**config.mk**
```make
export PLATFORM = sky130hd
export DESIGN_NAME = issue_ctrl
export DESIGN_NICKNAME = d
export VERILOG_FILES = /design/src/rtl/issue_pkg.sv /design/src/rtl/rs_credit_ctr.sv /design/src/rtl/issue_ctrl.sv
export SDC_FILE = /design/constraint.sdc
export NUM_CORES = 1
export LEC_CHECK = 0
export ABC_AREA = 1
export CORE_ASPECT_RATIO = 0.7
export CORE_UTILIZATION = 63
export CTS_BUF_LIST = sky130_fd_sc_hd__clkbuf_16
export DETAILED_ROUTE_END_ITERATION = 12
export DONT_BUFFER_PORTS = 1
export GPL_ROUTABILITY_DRIVEN = 0
export PLACE_DENSITY = 0.8
export SETUP_SLACK_MARGIN = 0.5
export SKIP_LAST_GASP = 1
export SLEW_MARGIN = 20
export SYNTH_ARGS = -nofsm -noshare
export SYNTH_HDL_FRONTEND = slang
export SYNTH_SLANG_ARGS = --single-unit
```
**constraint.sdc**
```tcl
create_clock -name clk -period 3.2 [get_ports clk]
set_input_delay 0.48 -clock clk [delete_from_list [all_inputs] [get_ports clk]]
set_output_delay 0.48 -clock clk [all_outputs]
set_load 0.02 [all_outputs]
```
**src/rtl/issue_pkg.sv**
```systemverilog
// Shared class, dispatch-bit and FSM definitions for the issue sequencer.
package issue_pkg;

  localparam int unsigned NUM_CLS = 6;

  localparam int unsigned CLS_ALU = 0;
  localparam int unsigned CLS_MUL = 1;
  localparam int unsigned CLS_DIV = 2;
  localparam int unsigned CLS_LD  = 3;
  localparam int unsigned CLS_ST  = 4;
  localparam int unsigned CLS_JMP = 5;

  typedef logic [NUM_CLS-1:0] cls_oh_t;

  localparam int unsigned DISP_ALU    = 0;
  localparam int unsigned DISP_MUL    = 1;
  localparam int unsigned DISP_DIV    = 2;
  localparam int unsigned DISP_LOAD   = 3;
  localparam int unsigned DISP_STORE  = 4;
  localparam int unsigned DISP_UJUMP  = 5;
  localparam int unsigned DISP_BRANCH = 6;

  typedef logic [6:0] dec_disp_t;

  typedef enum logic {
    RUN       = 1'b0,
    WAIT_CTRL = 1'b1
  } issue_state_e;

  // Branches and unconditional jumps share the single JMP class.
  function automatic cls_oh_t disp_to_class(input dec_disp_t d);
    cls_oh_t c;
    c          = '0;
    c[CLS_ALU] = d[DISP_ALU];
    c[CLS_MUL] = d[DISP_MUL];
    c[CLS_DIV] = d[DISP_DIV];
    c[CLS_LD]  = d[DISP_LOAD];
    c[CLS_ST]  = d[DISP_STORE];
    c[CLS_JMP] = d[DISP_BRANCH] | d[DISP_UJUMP];
    return c;
  endfunction

endpackage

```
**src/rtl/rs_credit_ctr.sv**
```systemverilog
// Occupancy counter for one reservation-station class; saturates at 0.
module rs_credit_ctr #(
  parameter int unsigned CAP = 2,
  localparam int unsigned W = $clog2(CAP + 1)
) (
  input  logic         clk,
  input  logic         rst,
  input  logic         alloc,
  input  logic         rel,
  output logic         full,
  output logic [W-1:0] count
);

  always_ff @(posedge clk or posedge rst) begin
    if (rst) begin
      count <= '0;
    end else if (alloc && !rel) begin
      count <= count + 1'b1;
    end else if (!alloc && rel && (count != '0)) begin
      count <= count - 1'b1;
    end
  end

  assign full = (count == W'(CAP));

  a_no_underflow: assert property (@(posedge clk) disable iff (rst) rel |-> (count != '0));

endmodule

```
**src/rtl/issue_ctrl.sv**
```systemverilog
// In-order issue sequencer: one-entry issue register, per-class RS credits, branch blocking.
// Optional statistics counters enabled by ISSUE_CTRL_STATS_EN.
module issue_ctrl
  import issue_pkg::*;
#(
  parameter int unsigned ALU_RS = 3,
  parameter int unsigned MUL_RS = 2,
  parameter int unsigned DIV_RS = 2,
  parameter int unsigned LD_RS  = 2,
  parameter int unsigned ST_RS  = 2,
  parameter int unsigned JMP_RS = 1
) (
  input  logic        clk,
  input  logic        rst,
  input  logic        fetch_valid,
  input  logic [31:0] fetch_inst,
  input  logic [31:0] fetch_pc,
  output logic        fetch_ready,
  output logic [31:0] dec_inst,
  input  logic [6:0]  dec_disp,
  output logic        issue_valid,
  output logic [5:0]  issue_class,
  output logic [31:0] issue_inst,
  output logic [31:0] issue_pc,
  input  logic [5:0]  rs_release,
  input  logic        ctrl_resolve,
  output logic        ctrl_busy
`ifdef ISSUE_CTRL_STATS_EN
  ,
  output logic [31:0] stat_issued,
  output logic [31:0] stat_rs_stall,
  output logic [31:0] stat_ctrl_stall
`endif
);

  function automatic int unsigned cap_of(input int unsigned idx);
    case (idx)
      CLS_ALU: return ALU_RS;
      CLS_MUL: return MUL_RS;
      CLS_DIV: return DIV_RS;
      CLS_LD:  return LD_RS;
      CLS_ST:  return ST_RS;
      default: return JMP_RS;
    endcase
  endfunction

  issue_state_e state;
  logic         ir_valid;
  logic [31:0]  ir_inst;
  logic [31:0]  ir_pc;
  cls_oh_t      cls;
  cls_oh_t      full;
  logic         run;
  logic         cls_known;
  logic         sel_full;
  logic         consumed;

  always_comb begin
    cls         = disp_to_class(dec_disp);
    run         = (state == RUN);
    cls_known   = |cls;
    sel_full    = |(cls & full);
    issue_valid = ir_valid & run & cls_known & ~sel_full;
    consumed    = issue_valid | (ir_valid & run & (dec_disp == '0));
    ctrl_busy   = (state == WAIT_CTRL);
    fetch_ready = (~ir_valid | consumed) & ~ctrl_busy;
    issue_class = issue_valid ? cls : '0;
  end

  assign dec_inst   = ir_inst;
  assign issue_inst = ir_inst;
  assign issue_pc   = ir_pc;

  always_ff @(posedge clk or posedge rst) begin
    if (rst) begin
      ir_valid <= 1'b0;
      ir_inst  <= '0;
      ir_pc    <= '0;
    end else if (fetch_valid && fetch_ready) begin
      ir_valid <= 1'b1;
      ir_inst  <= fetch_inst;
      ir_pc    <= fetch_pc;
    end else if (consumed) begin
      ir_valid <= 1'b0;
    end
  end

  always_ff @(posedge clk or posedge rst) begin
    if (rst) begin
      state <= RUN;
    end else begin
      case (state)
        RUN:       if (issue_valid && cls[CLS_JMP]) state <= WAIT_CTRL;
        WAIT_CTRL: if (ctrl_resolve) state <= RUN;
        default:   state <= RUN;
      endcase
    end
  end

  for (genvar i = 0; i < NUM_CLS; i++) begin : g_cls
    localparam int unsigned CAP = cap_of(i);
    localparam int unsigned W   = $clog2(CAP + 1);
    logic [W-1:0] count;

    rs_credit_ctr #(.CAP(CAP)) u_ctr (
      .clk   (clk),
      .rst   (rst),
      .alloc (issue_class[i]),
      .rel   (rs_release[i]),
      .full  (full[i]),
      .count (count)
    );

    a_cap: assert property (@(posedge clk) disable iff (rst) count <= W'(CAP));
  end

  a_resolve_in_wait: assert property (@(posedge clk) disable iff (rst) ctrl_resolve |-> ctrl_busy);
  a_disp_onehot: assert property (@(posedge clk) disable iff (rst) ir_valid |-> $onehot0(dec_disp));

`ifdef ISSUE_CTRL_STATS_EN
  always_ff @(posedge clk or posedge rst) begin
    if (rst) begin
      stat_issued     <= '0;
      stat_rs_stall   <= '0;
      stat_ctrl_stall <= '0;
    end else begin
      if (issue_valid) stat_issued <= stat_issued + 32'd1;
      if (ir_valid && run && cls_known && sel_full) stat_rs_stall <= stat_rs_stall + 32'd1;
      if (ir_valid && ctrl_busy) stat_ctrl_stall <= stat_ctrl_stall + 32'd1;
    end
  end
`endif

endmodule

```
## After elaboration in Yosys (flattened, before gate mapping)

Cells that the tools add are included.

| operators by class | value |
|---|---|
| eq/ne operators | 5 |
| bitwise logic cells | 12 |
| reductions and logical operators | 47 |
| add/sub/neg operators | 12 |
| muxes and demuxes | 18 |

Operator list:

| cell | count |
|---|---|
| $reduce_bool A2 Y1 | 12 |
| $logic_and A1 B1 Y1 | 20 |
| $mux W2 | 10 |
| $logic_not A1 Y1 | 12 |
| $reduce_or A6 Y1 | 2 |
| $add A2 B1 Y2 const B | 5 |
| $eq A2 B2 Y1 const B | 5 |
| $sub A2 B1 Y2 const B | 5 |
| $logic_not A7 Y1 | 1 |
| $and A6 B6 Y6 | 1 |
| $mux W1 | 6 |
| $mux W6 | 1 |
| $and A1 B1 Y1 | 5 |
| $not A1 Y1 | 3 |
| $or A1 B1 Y1 | 3 |
| $pmux W1 S2 | 1 |
| $add A1 B1 Y1 const B | 1 |
| $sub A1 B1 Y1 const B | 1 |

| storage, ports and cells | value |
|---|---|
| bits of input ports | 81 |
| logic and storage cells | 104 |
| output and inout bits | 105 |
| register bits after elaboration | 77 |

## Logic depth before layout (Yosys ltp)

| depth | value |
|---|---|
| word-level depth | 11 |
| gate-level depth with buffers | 11 |
| gate-level depth less buffers | 11 |

## Cells and area by module

Synthesis repeated with hierarchy kept, for this count alone.

| second synthesis, totals | value |
|---|---|
| cells, all modules | 472 |
| area total of the unflattened synthesis | 3852.4 um2 |

Modules (own cells, without submodules):

| module | seq. area each (um2) | cells each | instances | area an instance (um2) |
|---|---|---|---|---|
| issue_ctrl | 1651.6 | 355 | 1 | 3113.0 |
| rs_credit_ctr at g_cls[1].u_ctr ... | 50.0 | 21 | 4 | 133.9 |
| rs_credit_ctr at g_cls[0].u_ctr | 50.0 | 23 | 1 | 136.4 |
| rs_credit_ctr at g_cls[5].u_ctr | 25.0 | 10 | 1 | 67.6 |

## Worst setup path before layout

OpenSTA, ideal clock, no wires.

| timing | value |
|---|---|
| kind | input port to output port |
| from | in dec_disp[5] |
| to | out issue_class[5] |
| stages on the path | 7 |
| data required time | 2.720 ns |
| path slack | 1.231 ns |
| arrival | 1.489 ns |
| buffers on the path | 1 |
| cells stage by stage | o21ai_0 and2_1 nand2_1 nor2_2 nand2_1 inv_1 buf_4 |

| on the way | value |
|---|---|
| word-level cells in the longest chain between the ends | 6 |
| elaborated cells between the ends (all ways) | 8 |
| those cells by class | mux (1); bitwise (5); reduce/logical (2) |

Ends and longest elaborated chain:

| item | line | source |
|---|---|---|
| start: declaration | issue_ctrl.sv:20 | `input logic [6:0] dec_disp,` |
| $or A1 B1 Y1 * | issue_pkg.sv:39 | `c[CLS_JMP] = d[DISP_BRANCH] \| d[DISP_UJUMP];` |
| $and A6 B6 Y6 | issue_ctrl.sv:62 | `sel_full = \|(cls & full);` |
| $reduce_or A6 Y1 | issue_ctrl.sv:62 |  |
| $not A1 Y1 | issue_ctrl.sv:63 | `issue_valid = ir_valid & run & cls_known & ~sel_full;` |
| $and A1 B1 Y1 * | issue_ctrl.sv:63 |  |
| named net issue_valid | issue_ctrl.sv:21 | `output logic issue_valid,` |
| $mux W6 * | issue_ctrl.sv:67 | `issue_class = issue_valid ? cls : '0;` |
| end: declaration | issue_ctrl.sv:22 | `output logic [5:0] issue_class,` |

The timed path passes the listed nets; every way through them passes the cells marked *.

## Worst setup path after layout

| timing | value |
|---|---|
| from | reg state (netlist: ctrl_busy) |
| to | out issue_class[2] |

| on the way | value |
|---|---|
| word-level cells in the longest chain between the ends | 5 |

Ends and longest elaborated chain:

| item | line | source |
|---|---|---|
| start: declaration | issue_ctrl.sv:47 | `issue_state_e state;` |
| start signal: assignment | issue_ctrl.sv:90 | `state <= RUN;` |
| start signal: assignment | issue_ctrl.sv:93 | `RUN: if (issue_valid && cls[CLS_JMP]) state <= WAIT_CTRL;` |
| start signal: assignment | issue_ctrl.sv:94 | `WAIT_CTRL: if (ctrl_resolve) state <= RUN;` |
| $not A1 Y1 | -- |  |
| $and A1 B1 Y1 (3 in series) | issue_ctrl.sv:63 |  |
| $mux W6 | issue_ctrl.sv:67 |  |

Every way passes these cells.

==> flow_summary.toml <==
[status]
status = "completed"

[global_route]
grt_usage_pct = 24.1
antenna_found_initial = 0
first_global_vias = 2633
grt_max_degree = 66
grt_overflow = 0
grt_pass1_wl_mm = 12.4

[critical_path]
required_ns = 2.72
r2r_start = "ctrl_busy"
critical_path_class = "flop to primary output"
cp.arrival_ns = 1.90
reg2regPathDepth = 9
rrSetupSlack_ns = 1.00
reg2reg_to = "dec_inst[18]"
cp-start-kind = "flop"
worstPathMaxFanout = 7
end_kind = "primary output"

[yosys]
syn_area_sq_um = 4020
synth_ff_type = "dfrtp_1"
synth_mux_area_share_pct = 0
yosysTopAreaCell = "dfrtp_1"
ys_types = 18
synth_area_leaders = "dfrtp_1, nand2_1, nand3_2"
yosysWarnings = 0
netlist_top_cells_count = "nand2_1, dfrtp_1, nand3_2"
synth_edf_count = 0
synth_cells = 452
ys_seq_area_share_pct = 47.9
ys_seq_elements = 77
synth_compound_area_share_pct = 1.83
synth_nets = 533
synth.top_cell.area_share_pct = 47.9
synth_top_family_by_area = "simple AND/OR/NAND/NOR gates"
syn_avg_cell_area_sq_um = 8.90
yosys.area_share.simple_pct = 35.2
yosysMostFrequentCell = "nand2_1"
yosys.area_share.xor_xnor_pct = 0
yosys.area_share.adder_pct = 0
async_reset_ff_share_pct = 100

[finish]
finalNetCount = 490
multi_input_area_sq_um = 1500
drive_gt1_share_pct = 19.3
final_core_util_pct = 67.1
layout.cells.non_filler = 489
syn_to_final_growth_pct = -1.15
register_area_sq_um = 1930
num-fill-cells = 476
diodes = 0
final_cell_area_sq_um = 3980

[sta]
max_slew_margin_pct = 52.4
hold_viol_final = 0
grt_setup_unrepaired = "no"
setup_viol = 0
worst_pin_slew_ns = 0.714
post-route-period-util_pct = 74.5
fmax_mhz = 419
drv_slew = 0
fin_worst_skew_ns = 0.0110
hold_ws_ns = 0.152
worst_slack_ns = 0.815
fin_tns_setup_ns = 0
finalCriticalPeriod_ns = 2.38

[die]
die-height_microns = 68.9
core.rowCount = 23
initial_core_util_pct = 67.9
core_area_sq_um = 5930
die_w_microns = 97.5
die_area_sq_um = 6720
io_pins = 186

[routing]
vias_per_cell = 5.65
drt_iter0_markers = 127
drt_pre_antenna_iters = 4
vias = 2761
wire_per_inst_microns = 16.7
wl_mm = 8.15
drc = 0
ant_nets = 0

[power]
max-vdd-ir-drop_v = 0.000623
powerDensity_nw_per_um2 = 1240
power_mw = 4.92
leakagePower_nw = 2.06

[clock_tree]
cts_made_buffers = 9
clock_latency_ns = 0.32
postCtsSetupRepairBufs = 0
clock_sinks = 77
cts_resized = 0
cts.htree.levels = 3
clk_pin_slew_ns = 0.06
cts_tree = "yes"
ctsRootBufferMaster = "clkbuf_16"
cts_max_path_buffers = 2
cts_hold_buf = 0

[placed_design]
portBuffers = 0
dp_cells = 473
post-place-ws_ns = 0.998
place_hpwl_mm = 5.73
dpl_cell_area_sq_um = 3680

[hold_path]
hp-class = "input port to async pin"

[run]
drv_cap = 0
[final cells by class]
class                      count  area share (%)
sequential                    77            48.4
multi-input combinational    289            37.8
clock buffer                   9            5.66
inverter                      27            2.61
tap                           75            2.36
clock inverter                 7            1.86
timing repair buffer           5            1.26
[sequential cells by signal (all words and copies together) (netlist names)]
name               flops
ctrl_busy              1
dec_inst              32
g_cls.u_ctr.count     11
ir_valid               1
issue_pc              32
[cells in the final DEF, fill, tap and decap left out, drive strengths merged]
| cell type | n |
|---|---|
| nor2 | 19 |
| and2 | 1 |
| nand2 | 169 |
| nand4 | 6 |
| o21ai | 7 |
| dfrtp | 77 |
| clkbuf | 9 |
| nand3 | 80 |
| inv | 30 |
| a21oi | 7 |
| clkinvlp | 3 |
| bufinv | 1 |
| buf | 5 |
[per-layer routing]
metal,wire [microns],vias to the layer above,global-route usage (%)
met2,3840,146,39.9
met4,159,0,11.2
met5,0,-,0
li1,-,1307,-
met3,788,22,8.97
met1,3360,1286,28.7
[critical path, stage by stage, from the launching register on]
cell and delay, ns:
dfrtp_1 0.50, nor2_1 0.20, nand2_1 0.08, nor2_2 0.12, nand3_2 0.17, nor2_1 0.51
[report_power, final]
group          leakage, nW  switching, mW  internal [mW]
Combinational        0.958          0.931          0.440
Clock                0.140          0.387          0.606
Sequential           0.964           1.14           1.41
[cells by family after synthesis]
kind of cell           Yosys count
AND/OR/NAND/NOR                275
AO/OA/AOI/OAI                   14
flip-flops                      77
buffers and inverters           86
[worst max-delay path by stage]
stage | start | end | slack, ns | depth (start not counted)
floorplan | rst | ctrl_busy | 0.75 | 1
global placement | ctrl_busy | dec_inst[18] | 1.09 | 8
detailed placement | ctrl_busy | issue_pc[17] | 1.0 | 9
CTS | ctrl_busy | issue_class[2] | 0.82 | 5
global route | ctrl_busy | issue_class[2] | 0.69 | 5
finish | ctrl_busy | issue_class[2] | 0.82 | 5
Power figures use the tool's default switching activity.
